$ cat src/rtl/fifo_pkg.sv
// Shared widths and defaults for the FIFO_top family (FIFO core, pointer
// logic and the read-side stream drain).
//   DATA_W        : FIFO data word width
//   CNT_W         : delivered-word counter width
//   BURST_LEN_DEF : default words per burst for out_last framing
//   BUF_DEPTH     : depth of the 2-entry output skid buffer
package fifo_pkg;
  localparam int DATA_W        = 5;
  localparam int CNT_W         = 16;
  localparam int BURST_LEN_DEF = 8;
  localparam int BUF_DEPTH     = 2;

  // Counter width for a modulo-n count; never zero so n=1 still gets a bit.
  function automatic int cnt_w(input int n);
    return (n > 1) ? $clog2(n) : 1;
  endfunction
endpackage

$ cat src/rtl/stream_buf2.sv
// 2-entry ordered stream buffer. slot[0] is the head; a pop shifts slot[1]
// down, and a push lands in the first free slot after this cycle's pop.
// Ports:
//   clk, rst       : clock, synchronous active-low reset
//   push/push_data : write one word this edge
//   pop            : drop the head this edge (caller guarantees occ != 0)
//   occ            : number of valid entries, 0..2
//   head           : slot[0], zero after reset
module stream_buf2
  import fifo_pkg::*;
#(
  parameter int W = DATA_W
) (
  input  logic         clk,
  input  logic         rst,
  input  logic         push,
  input  logic [W-1:0] push_data,
  input  logic         pop,
  output logic [1:0]   occ,
  output logic [W-1:0] head
);
  logic [BUF_DEPTH-1:0][W-1:0] slot;
  logic [1:0] occ_pop;
  logic [2:0] occ_nxt;

  assign occ_pop = occ - {1'b0, pop};
  assign occ_nxt = {1'b0, occ} + {2'b0, push} - {2'b0, pop};
  assign head    = slot[0];

  always_ff @(posedge clk) begin
    if (!rst) begin
      occ  <= '0;
      slot <= '0;
    end else begin
      if (pop) slot[0] <= slot[1];
      // Later NBA wins: with occ==1, pop+push overwrites the shifted head.
      if (push) slot[occ_pop[0]] <= push_data;
      occ <= occ_nxt[1:0];
    end
  end

  always_ff @(posedge clk) begin
    if (rst) begin
      assert (occ_nxt <= 3'd2);
      assert (!(pop && occ == 2'd0));
    end
  end
endmodule

$ cat src/rtl/fifo_stream_reader.sv
// Read-side drain for FIFO_top: pops the FIFO (one-cycle registered read
// latency) into a 2-entry buffer and presents a valid/ready stream.
// Every BURST_LEN-th delivered word carries out_last; words_out counts pops.
// Ports:
//   clk, rst            : clock, synchronous active-low reset
//   fifo_empty/fifo_rd  : FIFO empty flag / read strobe
//   fifo_dout           : FIFO data, valid the cycle after fifo_rd
//   out_valid/out_ready : downstream handshake
//   out_data/out_last   : head word and end-of-burst marker
//   words_out           : words delivered since reset, wraps
module fifo_stream_reader
  import fifo_pkg::*;
#(
  parameter int N         = DATA_W,
  parameter int BURST_LEN = BURST_LEN_DEF,
  parameter int CW        = CNT_W
) (
  input  logic          clk,
  input  logic          rst,
  input  logic          fifo_empty,
  output logic          fifo_rd,
  input  logic [N-1:0]  fifo_dout,
  output logic          out_valid,
  input  logic          out_ready,
  output logic [N-1:0]  out_data,
  output logic          out_last,
  output logic [CW-1:0] words_out
);
  localparam int BW = cnt_w(BURST_LEN);
  localparam logic [BW-1:0] BEAT_LAST = BW'(BURST_LEN - 1);

  logic          pending;
  logic [1:0]    occ;
  logic [BW-1:0] beat_cnt;
  logic          pop;

  assign pop       = out_valid && out_ready;
  assign out_valid = (occ != 2'd0);
  assign out_last  = out_valid && (beat_cnt == BEAT_LAST);

  // Issue a read only if a slot is guaranteed free when the data arrives:
  // occ + pending < 2 + pop  <=>  space >= 1.
  assign fifo_rd = rst && !fifo_empty &&
                   (({1'b0, occ} + {2'b0, pending}) < (3'd2 + {2'b0, pop}));

  stream_buf2 #(.W(N)) u_buf (
    .clk       (clk),
    .rst       (rst),
    .push      (pending),
    .push_data (fifo_dout),
    .pop       (pop),
    .occ       (occ),
    .head      (out_data)
  );

  always_ff @(posedge clk) begin
    if (!rst) begin
      pending   <= 1'b0;
      beat_cnt  <= '0;
      words_out <= '0;
    end else begin
      pending <= fifo_rd;
      if (pop) begin
        beat_cnt  <= (beat_cnt == BEAT_LAST) ? '0 : beat_cnt + BW'(1);
        words_out <= words_out + CW'(1);
      end
    end
  end
endmodule
$ cat config.mk
export PLATFORM = sky130hd
export DESIGN_NAME = fifo_stream_reader
export DESIGN_NICKNAME = d
export VERILOG_FILES = /design/src/rtl/fifo_pkg.sv /design/src/rtl/stream_buf2.sv /design/src/rtl/fifo_stream_reader.sv
export SDC_FILE = /design/constraint.sdc
export NUM_CORES = 1
export LEC_CHECK = 0
export CAP_MARGIN = 10
export CORE_UTILIZATION = 25
export DETAILED_ROUTE_END_ITERATION = 8
export SYNTH_ARGS = -nofsm -noshare
export SYNTH_HDL_FRONTEND = slang
export SYNTH_HIERARCHICAL = 1
export SYNTH_SLANG_ARGS = --single-unit
$ cat constraint.sdc
create_clock -name clk -period 2.9 [get_ports clk]
set_input_delay 0.435 -clock clk [delete_from_list [all_inputs] [get_ports clk]]
set_output_delay 0.435 -clock clk [all_outputs]
set_load 0.05 [all_outputs]
==> tab_implementation.tex, run 1 <==
\begin{tabular}{lr}
\hline
Metric & Value \\
\hline
\multicolumn{2}{l}{\textbf{Timing}} \\
\quad Hold Fails Final Rpt & 0 \\
\quad Transition time at the pin with the least slew margin & 502 ps \\
\quad Final Hold Slack & 460 ps \\
\quad Final Cycle Share & 80.7\% \\
\quad Fin. max-slew vios & 0 \\
\quad Remaining max-slew budget at the tightest pin & 66.4\% \\
\quad Sum of negative setup slack & 0 ps \\
\quad Final setup violation count & 0 \\
\quad Fmax achieved & 427 MHz \\
\quad Setup repair after global routing missed its margin & no \\
\quad Worst-case clock skew & 8.61 ps \\
\quad Final worst path period need & 2340 ps \\
\multicolumn{2}{l}{\textbf{Logic synthesis}} \\
\quad Post-synthesis net count & 183 \\
\quad Sequential element share of the synthesized area & 41.3\% \\
\quad Largest area contributor in the netlist & sky130\_fd\_sc\_hd\_\_dfxtp\_1 \\
\quad Count of different cell masters after synthesis & 40 \\
\quad Async SR Flop Fraction & 0\% \\
\quad Most area-consuming cells after synthesis & sky130\_fd\_sc\_hd\_\_dfxtp\_1 (41\%), sky130\_fd\_sc\_hd\_\_ha\_1 (5.6\%), sky130\_fd\_sc\_hd\_\_nand2\_1 (5.1\%) \\
\quad Post-Syn Instances & 167 \\
\quad Synth Area per Inst & 9.28 um\^{}2 \\
\quad Number of synthesized flops with an enable pin & 0 \\
\quad Proportion of netlist area held by the largest area contributor & 41.3\% \\
\quad Mapped Area & 0.00155 mm\^{}2 \\
\quad Post-synthesis sequential element count & 32 \\
\quad Number of warnings printed during yosys synthesis & 6 \\
\quad Commonest register cell after synthesis & sky130\_fd\_sc\_hd\_\_dfxtp\_1 \\
\multicolumn{2}{l}{\textbf{Global routing}} \\
\quad Combined global-route utilization of all metal layers & 10.4\% \\
\quad Via count of the first global-routing pass & 1,101 \\
\quad First-pass GRT wire length & 5.13 mm \\
\quad Antenna violations before repair & 0 \\
\quad Largest net degree at the start of global routing & 20 \\
\quad Total congestion overflow & 0 \\
\multicolumn{2}{l}{\textbf{Finish}} \\
\quad Final antenna diode count & 0 \\
\quad Area growth from synthesis to final layout & 32.4\% \\
\quad Share of final-layout standard cells stronger than drive strength 1 & 13.1\% \\
\quad Fillers & 630 \\
\quad Layout Nets & 213 \\
\quad Layout Cell Area excl Fill & 0.00205 mm\^{}2 \\
\multicolumn{2}{l}{\textbf{Clock tree}} \\
\quad Sink Count & 32 \\
\quad CTS buffer count & 5 \\
\quad H-tree lvl count & 2 \\
\quad Count of instances resized after the clock tree is built & 0 \\
\quad Clock root buffer & sky130\_fd\_sc\_hd\_\_clkbuf\_8 \\
\quad Number of hold-repair buffers added at the cts stage & 0 \\
\quad Clock tree from TritonCTS & yes \\
\quad Maximum buffer depth of the clock tree & 2 \\
\quad Clock-pin slew on the worst setup and hold paths & 60 ps \\
\quad Source-to-sink clock delay at the later pin of the worst-skew pair & 280 ps \\
\quad Number of setup buffers added after CTS & 0 \\
\multicolumn{2}{l}{\textbf{Run}} \\
\quad Number of maximum-capacitance constraint violations & 0 \\
\multicolumn{2}{l}{\textbf{Route}} \\
\quad Post-detailed-route DRC marker count & 0 \\
\quad Via-to-Cell Ratio & 4.47 \\
\quad Number of antenna-violating nets in the routed design & 0 \\
\quad Final wirelength & 3.07 mm \\
\quad Iteration count of the initial detailed-routing pass & 4 \\
\quad Starting DRC count in detailed routing & 89 \\
\quad Via count & 1,220 \\
\quad Wire per inst & 11.3 um \\
\multicolumn{2}{l}{\textbf{Floorplan}} \\
\quad Overall die area & 0.00652 mm\^{}2 \\
\quad Die height & 80.7 um \\
\quad Row count & 28 \\
\quad Die Wd & 80.7 um \\
\quad Placeable core region & 0.00596 mm\^{}2 \\
\quad Boundary pin count & 33 \\
\quad Effective utilization at floorplan & 26.0\% \\
\multicolumn{2}{l}{\textbf{Outcome}} \\
\quad Result of the run & finished clean \\
\multicolumn{2}{l}{\textbf{Pwr}} \\
\quad Pwr per Cell Area & 674 mW/mm\^{}2 \\
\quad Peak supply drop & 0.324 mV \\
\quad Leakage & 0.793 nW \\
\quad Pwr Total & 1.38 mW \\
\multicolumn{2}{l}{\textbf{Critical path}} \\
\quad Startpoint kind of the worst setup timing path & register \\
\quad Crit path kind & reg -> out \\
\quad Critical Path AT & 1910 ps \\
\quad Largest fanout on the critical path & 6 \\
\quad Crit. End Element & primary output \\
\quad Required time worst endpoint & 2470 ps \\
\quad Cell count of the worst reg-to-reg path & 8 \\
\multicolumn{2}{l}{\textbf{Placed design}} \\
\quad Placed Instance Area & 0.00193 mm\^{}2 \\
\quad Final estimated routing congestion in global placement & 0.733 \\
\quad Total half-perimeter wirelength after legalization and detailed placement & 2.28 mm \\
\quad IO Port Bufs & 32 \\
\multicolumn{2}{l}{\textbf{Worst hold path}} \\
\quad Path category of the worst min-delay check & reg -> reg \\
\quad Worst Hold Depth & 2 \\
\hline
\end{tabular}
==> flip-flops by register name, summed over array words and instances (netlist names) <==
register and flops:
u_buf/slot 5, u_buf/occ 2, words_out 16, pending 1, beat_cnt 3, u_buf/head 5
==> cells in the final DEF (no fill, tap or decap), drive strengths merged, types with 5 or more instances in the layout <==
cell type | netlist | layout
a21oi | 8 | 8
clkbuf | 4 | 7
clkdlybuf4s50 | 0 | 31
dfxtp | 32 | 32
ha | 7 | 7
inv | 6 | 6
mux2 | 5 | 5
mux2i | 6 | 6
nand2 | 22 | 22
nor2 | 11 | 11
o211ai | 5 | 5
o21ai | 9 | 9
xnor2 | 5 | 5
xor2 | 8 | 8
==> final cells by class <==
cell class	instances	area (um^2)	share of cell area [%]
Multi-Input combinational cell	117	817	39.8
Inverter	6	22.5	1.10
Timing Repair Buffer	35	353	17.2
Clock inverter	1	30.0	1.46
Clock buffer	7	96.3	4.69
Tap cell	75	93.8	4.57
Sequential cell	32	641	31.2
==> metrics by stage <==
step,cells,setup WS (ps),util (%)
4_1_cts,273,522,34.5
6_report,273,559,34.5
3_5_place_dp,265,503,32.4
2_1_floorplan,167,574,-
3_3_place_gp,265,554,32.4
5_1_grt,273,476,34.5
==> cells in the mapped netlist (all sizes together), types with 3 or more instances <==
cell,instances
dfxtp,32
nand2,22
nor2,11
o21ai,9
a21oi,8
buf,8
xor2,8
ha,7
inv,6
mux2i,6
mux2,5
o211ai,5
xnor2,5
clkbuf,4
nand3,4
nand4,4
and2,3
or2,3
==> metal layers <==
layer  GRT usage (%)  share of wire [%]
met3            3.82                5.0
met5               0                  0
met4            4.82                1.0
met1            13.8                 49
met2            14.9                 45
==> final timing paths <==
check / startpoint / end / slack (ps)
max: u_buf/occ[0]$_SDFF_PN0_ / out_last / 560
min: u_buf/slot[9]$_SDFFE_PN0P_ / u_buf/slot[9]$_SDFFE_PN0P_ / 460
max reg2reg: u_buf/occ[0]$_SDFF_PN0_ / u_buf/occ[1]$_SDFF_PN0_ / 800
min reg2reg: u_buf/slot[9]$_SDFFE_PN0P_ / u_buf/slot[9]$_SDFFE_PN0P_ / 460
==> critical path, stage by stage (launching register included) <==
cell	delay, ps
sky130_fd_sc_hd__dfxtp_1	540
sky130_fd_sc_hd__or2_2	190
sky130_fd_sc_hd__and2_1	120
sky130_fd_sc_hd__clkdlybuf4s50_1	790
==> power breakdown <==
group | leakage (nW) | internal (mW) | switching, mW | total [mW]
clock | 0.0645 | 0.303 | 0.158 | 0.461
combinational | 0.469 | 0.159 | 0.230 | 0.388
sequential | 0.259 | 0.486 | 0.0495 | 0.535
==> cells by family after synthesis <==
| family | synth area share, % |
|---|---|
| buf+inv | 6.38 |
| mux | 7.51 |
| compound gates | 9.44 |
| xor+xnor | 8.56 |
| fa+ha+maj | 5.65 |
| flops | 41.3 |
| simple gates | 21.1 |
No activity file was read; power rests on OpenSTA's default activity.
==> run 2: changes to the inputs <==
==> constraint.sdc (replaced) <==
create_clock -name clk -period 2.4 [get_ports clk]
set_input_delay 0.36 -clock clk [delete_from_list [all_inputs] [get_ports clk]]
set_output_delay 0.36 -clock clk [all_outputs]
set_load 0.05 [all_outputs]
==> run 2 against run 1 <==
First-iteration DRC count fell by 75%. Register-to-register slack got worse by 210 ps. Hold slack barely moved. Global-route usage rose by 0.28 points.
==> tab_implementation.tex, run 2 (same netlist as run 1, synthesis figures left out) <==
\begin{tabular}{lr}
\hline
Metric & Value \\
\hline
\multicolumn{2}{l}{\textbf{Clock tree}} \\
\quad Maximum buffer depth of the clock tree & 2 (unchanged) \\
\quad H-tree lvl count & 2 (unchanged) \\
\quad Clock tree from TritonCTS & yes (unchanged) \\
\quad Sink Count & 32 (unchanged) \\
\quad Clock-pin slew on the worst setup and hold paths & 60 ps (about the same) \\
\quad Clock root buffer & sky130\_fd\_sc\_hd\_\_clkbuf\_8 (unchanged) \\
\quad CTS buffer count & 5 (unchanged) \\
\quad Source-to-sink clock delay at the later pin of the worst-skew pair & 280 ps (about the same) \\
\multicolumn{2}{l}{\textbf{Critical path}} \\
\quad Beginning of the critical path & beat\_cnt[0]\$\_SDFFE\_PN0P\_ (was u\_buf/occ[0]\$\_SDFF\_PN0\_) \\
\quad Startpoint kind of the worst setup timing path & register (unchanged) \\
\quad FF-to-FF Start & u\_buf/occ[1]\$\_SDFF\_PN0\_ (was u\_buf/occ[0]\$\_SDFF\_PN0\_) \\
\quad CP Buf/Inv Count & 1 (unchanged) \\
\quad Crit path largest cell delay & 790 ps (about the same) \\
\quad Crit. End Element & primary output (unchanged) \\
\quad Ordered cell list for the critical path & ha\_1 -> ha\_1 -> and2\_1 -> clkdlybuf4s50\_1 (was or2\_2 -> and2\_1 -> clkdlybuf4s50\_1) \\
\quad Cell at the slowest stage of the critical path & sky130\_fd\_sc\_hd\_\_clkdlybuf4s50\_1 (unchanged) \\
\quad Internal reg-to-reg setup slack & 590 ps (was 800 ps) \\
\quad Critical Path AT & 1870 ps (was 1910 ps) \\
\quad CP dominant cell by count & sky130\_fd\_sc\_hd\_\_ha\_1 \\
\quad Crit path kind & reg -> out (unchanged) \\
\quad Largest fanout on the critical path & 3 (was 6) \\
\quad Required time worst endpoint & 2040 ps (was 2470 ps) \\
\quad Largest delay contributor family on the critical path & buffers and inverters (unchanged) \\
\multicolumn{2}{l}{\textbf{Worst hold path}} \\
\quad Launch instance of the worst min-delay path & u\_buf/slot[9]\$\_SDFFE\_PN0P\_ (unchanged) \\
\quad Path category of the worst min-delay check & reg -> reg (unchanged) \\
\multicolumn{2}{l}{\textbf{Floorplan}} \\
\quad Overall die area & 0.00652 mm\^{}2 (unchanged) \\
\quad Die Wd & 80.7 um (unchanged) \\
\quad Boundary pin count & 33 (unchanged) \\
\quad Placeable core region & 0.00596 mm\^{}2 (unchanged) \\
\quad Die height & 80.7 um (unchanged) \\
\quad Row count & 28 (unchanged) \\
\quad Effective utilization at floorplan & 26.0\% (unchanged) \\
\multicolumn{2}{l}{\textbf{Route}} \\
\quad Number of antenna-violating nets in the routed design & 0 (unchanged) \\
\quad Post-detailed-route DRC marker count & 0 (unchanged) \\
\quad Via count & 1,227 (was 1,220) \\
\quad Wire per inst & 11.6 um (was 11.3 um) \\
\quad Via-to-Cell Ratio & 4.49 (was 4.47) \\
\quad Iteration count of the initial detailed-routing pass & 3 (was 4) \\
\quad Starting DRC count in detailed routing & 22 (was 89) \\
\quad Final wirelength & 3.16 mm (was 3.07 mm) \\
\multicolumn{2}{l}{\textbf{Timing}} \\
\quad Final worst path period need & 2230 ps \\
\quad Sum of negative setup slack & 0 ps (unchanged) \\
\quad Setup repair after global routing missed its margin & no (unchanged) \\
\quad Hold Fails Final Rpt & 0 (unchanged) \\
\quad Transition time at the pin with the least slew margin & 501 ps (was 502 ps) \\
\quad Fmax achieved & 449 MHz \\
\quad Remaining max-slew budget at the tightest pin & 66.5\% (was 66.4\%) \\
\quad Final Cycle Share & 92.9\% \\
\quad Final worst-path setup slack & 170 ps (was 559 ps) \\
\quad Worst-case clock skew & 3.36 ps (was 8.61 ps) \\
\quad Final setup violation count & 0 (unchanged) \\
\quad Final Hold Slack & 460 ps (about the same) \\
\quad Fin. max-slew vios & 0 (unchanged) \\
\multicolumn{2}{l}{\textbf{Global routing}} \\
\quad Total congestion overflow & 0 (unchanged) \\
\quad Via count of the first global-routing pass & 1,210 (was 1,101) \\
\quad Combined global-route utilization of all metal layers & 10.7\% (was 10.4\%) \\
\quad Largest net degree at the start of global routing & 20 (unchanged) \\
\quad Antenna violations before repair & 0 (unchanged) \\
\quad First-pass GRT wire length & 5.38 mm (was 5.13 mm) \\
\multicolumn{2}{l}{\textbf{Finish}} \\
\quad Final antenna diode count & 0 (unchanged) \\
\quad Top library cells by usage in the layout, fill and taps aside & sky130\_fd\_sc\_hd\_\_dfxtp\_1 (31), sky130\_fd\_sc\_hd\_\_clkdlybuf4s50\_1 (31), sky130\_fd\_sc\_hd\_\_nand2\_1 (21) (was sky130\_fd\_sc\_hd\_\_dfxtp\_1 (32), sky130\_fd\_sc\_hd\_\_clkdlybuf4s50\_1 (31), sky130\_fd\_sc\_hd\_\_nand2\_1 (21)) \\
\quad Fin cells & 273 (unchanged) \\
\quad Max reg flops & 16 (unchanged) \\
\quad Layout Nets & 214 (was 213) \\
\quad Fillers & 642 (was 630) \\
\quad Area growth from synthesis to final layout & 31.1\% (was 32.4\%) \\
\quad Utilization of the core after routing & 34.1\% (was 34.5\%) \\
\quad Register name with the most flops & words\_out (unchanged) \\
\quad Layout Cell Area excl Fill & 0.00203 mm\^{}2 (was 0.00205 mm\^{}2) \\
\quad Share of final-layout standard cells stronger than drive strength 1 & 13.6\% (was 13.1\%) \\
\multicolumn{2}{l}{\textbf{Pwr}} \\
\quad Share of power burned in the clock network & 27.9\% (was 33.3\%) \\
\quad Portion of total power attributed to combinational logic & 30.9\% (was 28.0\%) \\
\quad Pwr Total & 1.57 mW (was 1.38 mW) \\
\quad Pint & 1.04 mW (was 0.947 mW) \\
\quad Peak supply drop & 0.444 mV (was 0.324 mV) \\
\quad Net switching power & 0.526 mW (was 0.437 mW) \\
\quad Pwr per Cell Area & 772 mW/mm\^{}2 (was 674 mW/mm\^{}2) \\
\quad Leakage & 0.783 nW (was 0.793 nW) \\
\quad Switching portion of total power & 33.5\% (was 31.6\%) \\
\quad Proportion of power drawn by flip-flops and latches & 41.3\% (was 38.7\%) \\
\multicolumn{2}{l}{\textbf{Placed design}} \\
\quad Setup slack after placement & 240 ps (was 503 ps) \\
\quad Final estimated routing congestion in global placement & 0.737 (was 0.733) \\
\quad Total half-perimeter wirelength after legalization and detailed placement & 2.35 mm (was 2.28 mm) \\
\quad IO Port Bufs & 32 (unchanged) \\
\quad Placed Instance Area & 0.00193 mm\^{}2 (about the same) \\
\quad Cell total after placement & 266 (was 265) \\
\multicolumn{2}{l}{\textbf{Outcome}} \\
\quad Result of the run & finished clean (unchanged) \\
\multicolumn{2}{l}{\textbf{Run}} \\
\quad Number of maximum-capacitance constraint violations & 0 (unchanged) \\
\hline
\end{tabular}
[run 2: power groups by stage]
stage | registers [mW] | clock network, mW | logic [mW]
6_report | 0.647 | 0.437 | 0.484
5_1_grt | 0.657 | 0.472 | 0.530
4_1_cts | 0.648 | 0.448 | 0.490
3_3_place_gp | 0.658 | 0 | 0.477
3_5_place_dp | 0.659 | 0 | 0.484
2_1_floorplan | 0.674 | 0 | 0.341
[run 2: path summary, 6_finish.rpt]
| path | cells after the start | to |
|---|---|---|
| hold / removal | 2 | u_buf/slot[9]$_SDFFE_PN0P_ |
| setup / recovery | 4 | out_last |
| hold reg to reg | 2 | u_buf/slot[9]$_SDFFE_PN0P_ |
| setup reg to reg | 8 | u_buf/occ[1]$_SDFF_PN0_ |
[run 2: worst min-delay path, delay by kind of cell, from the launching register on]
kind             cells  cell delay [ps]
DFF                  1              310
and+or+nand+nor      1               50
muxes                1               50
[run 2: routing by layer]
layer / routed length, um / track usage, %
met5: 0 / 0
met3: 155 / 3.48
met4: 58 / 4.64
met2: 1520 / 17.5
met1: 1430 / 12.7
[run 2: timing repair]
item / CTS / global route
setup buffers: 0 / 0
hold buffers: 0 / 0
endpoints found under the setup margin: 0 / 1
resized for setup: 0 / 1
[run 2: cell type report]
| type | count | area (um^2) | share of cell area [%] |
|---|---|---|---|
| multi-input cells | 117 | 817 | 40.2 |
| well taps | 75 | 93.8 | 4.62 |
| inverters | 6 | 22.5 | 1.11 |
| clock buffers | 7 | 96.3 | 4.74 |
| flip-flops and latches | 32 | 642 | 31.6 |
| repair buffers | 36 | 360 | 17.7 |
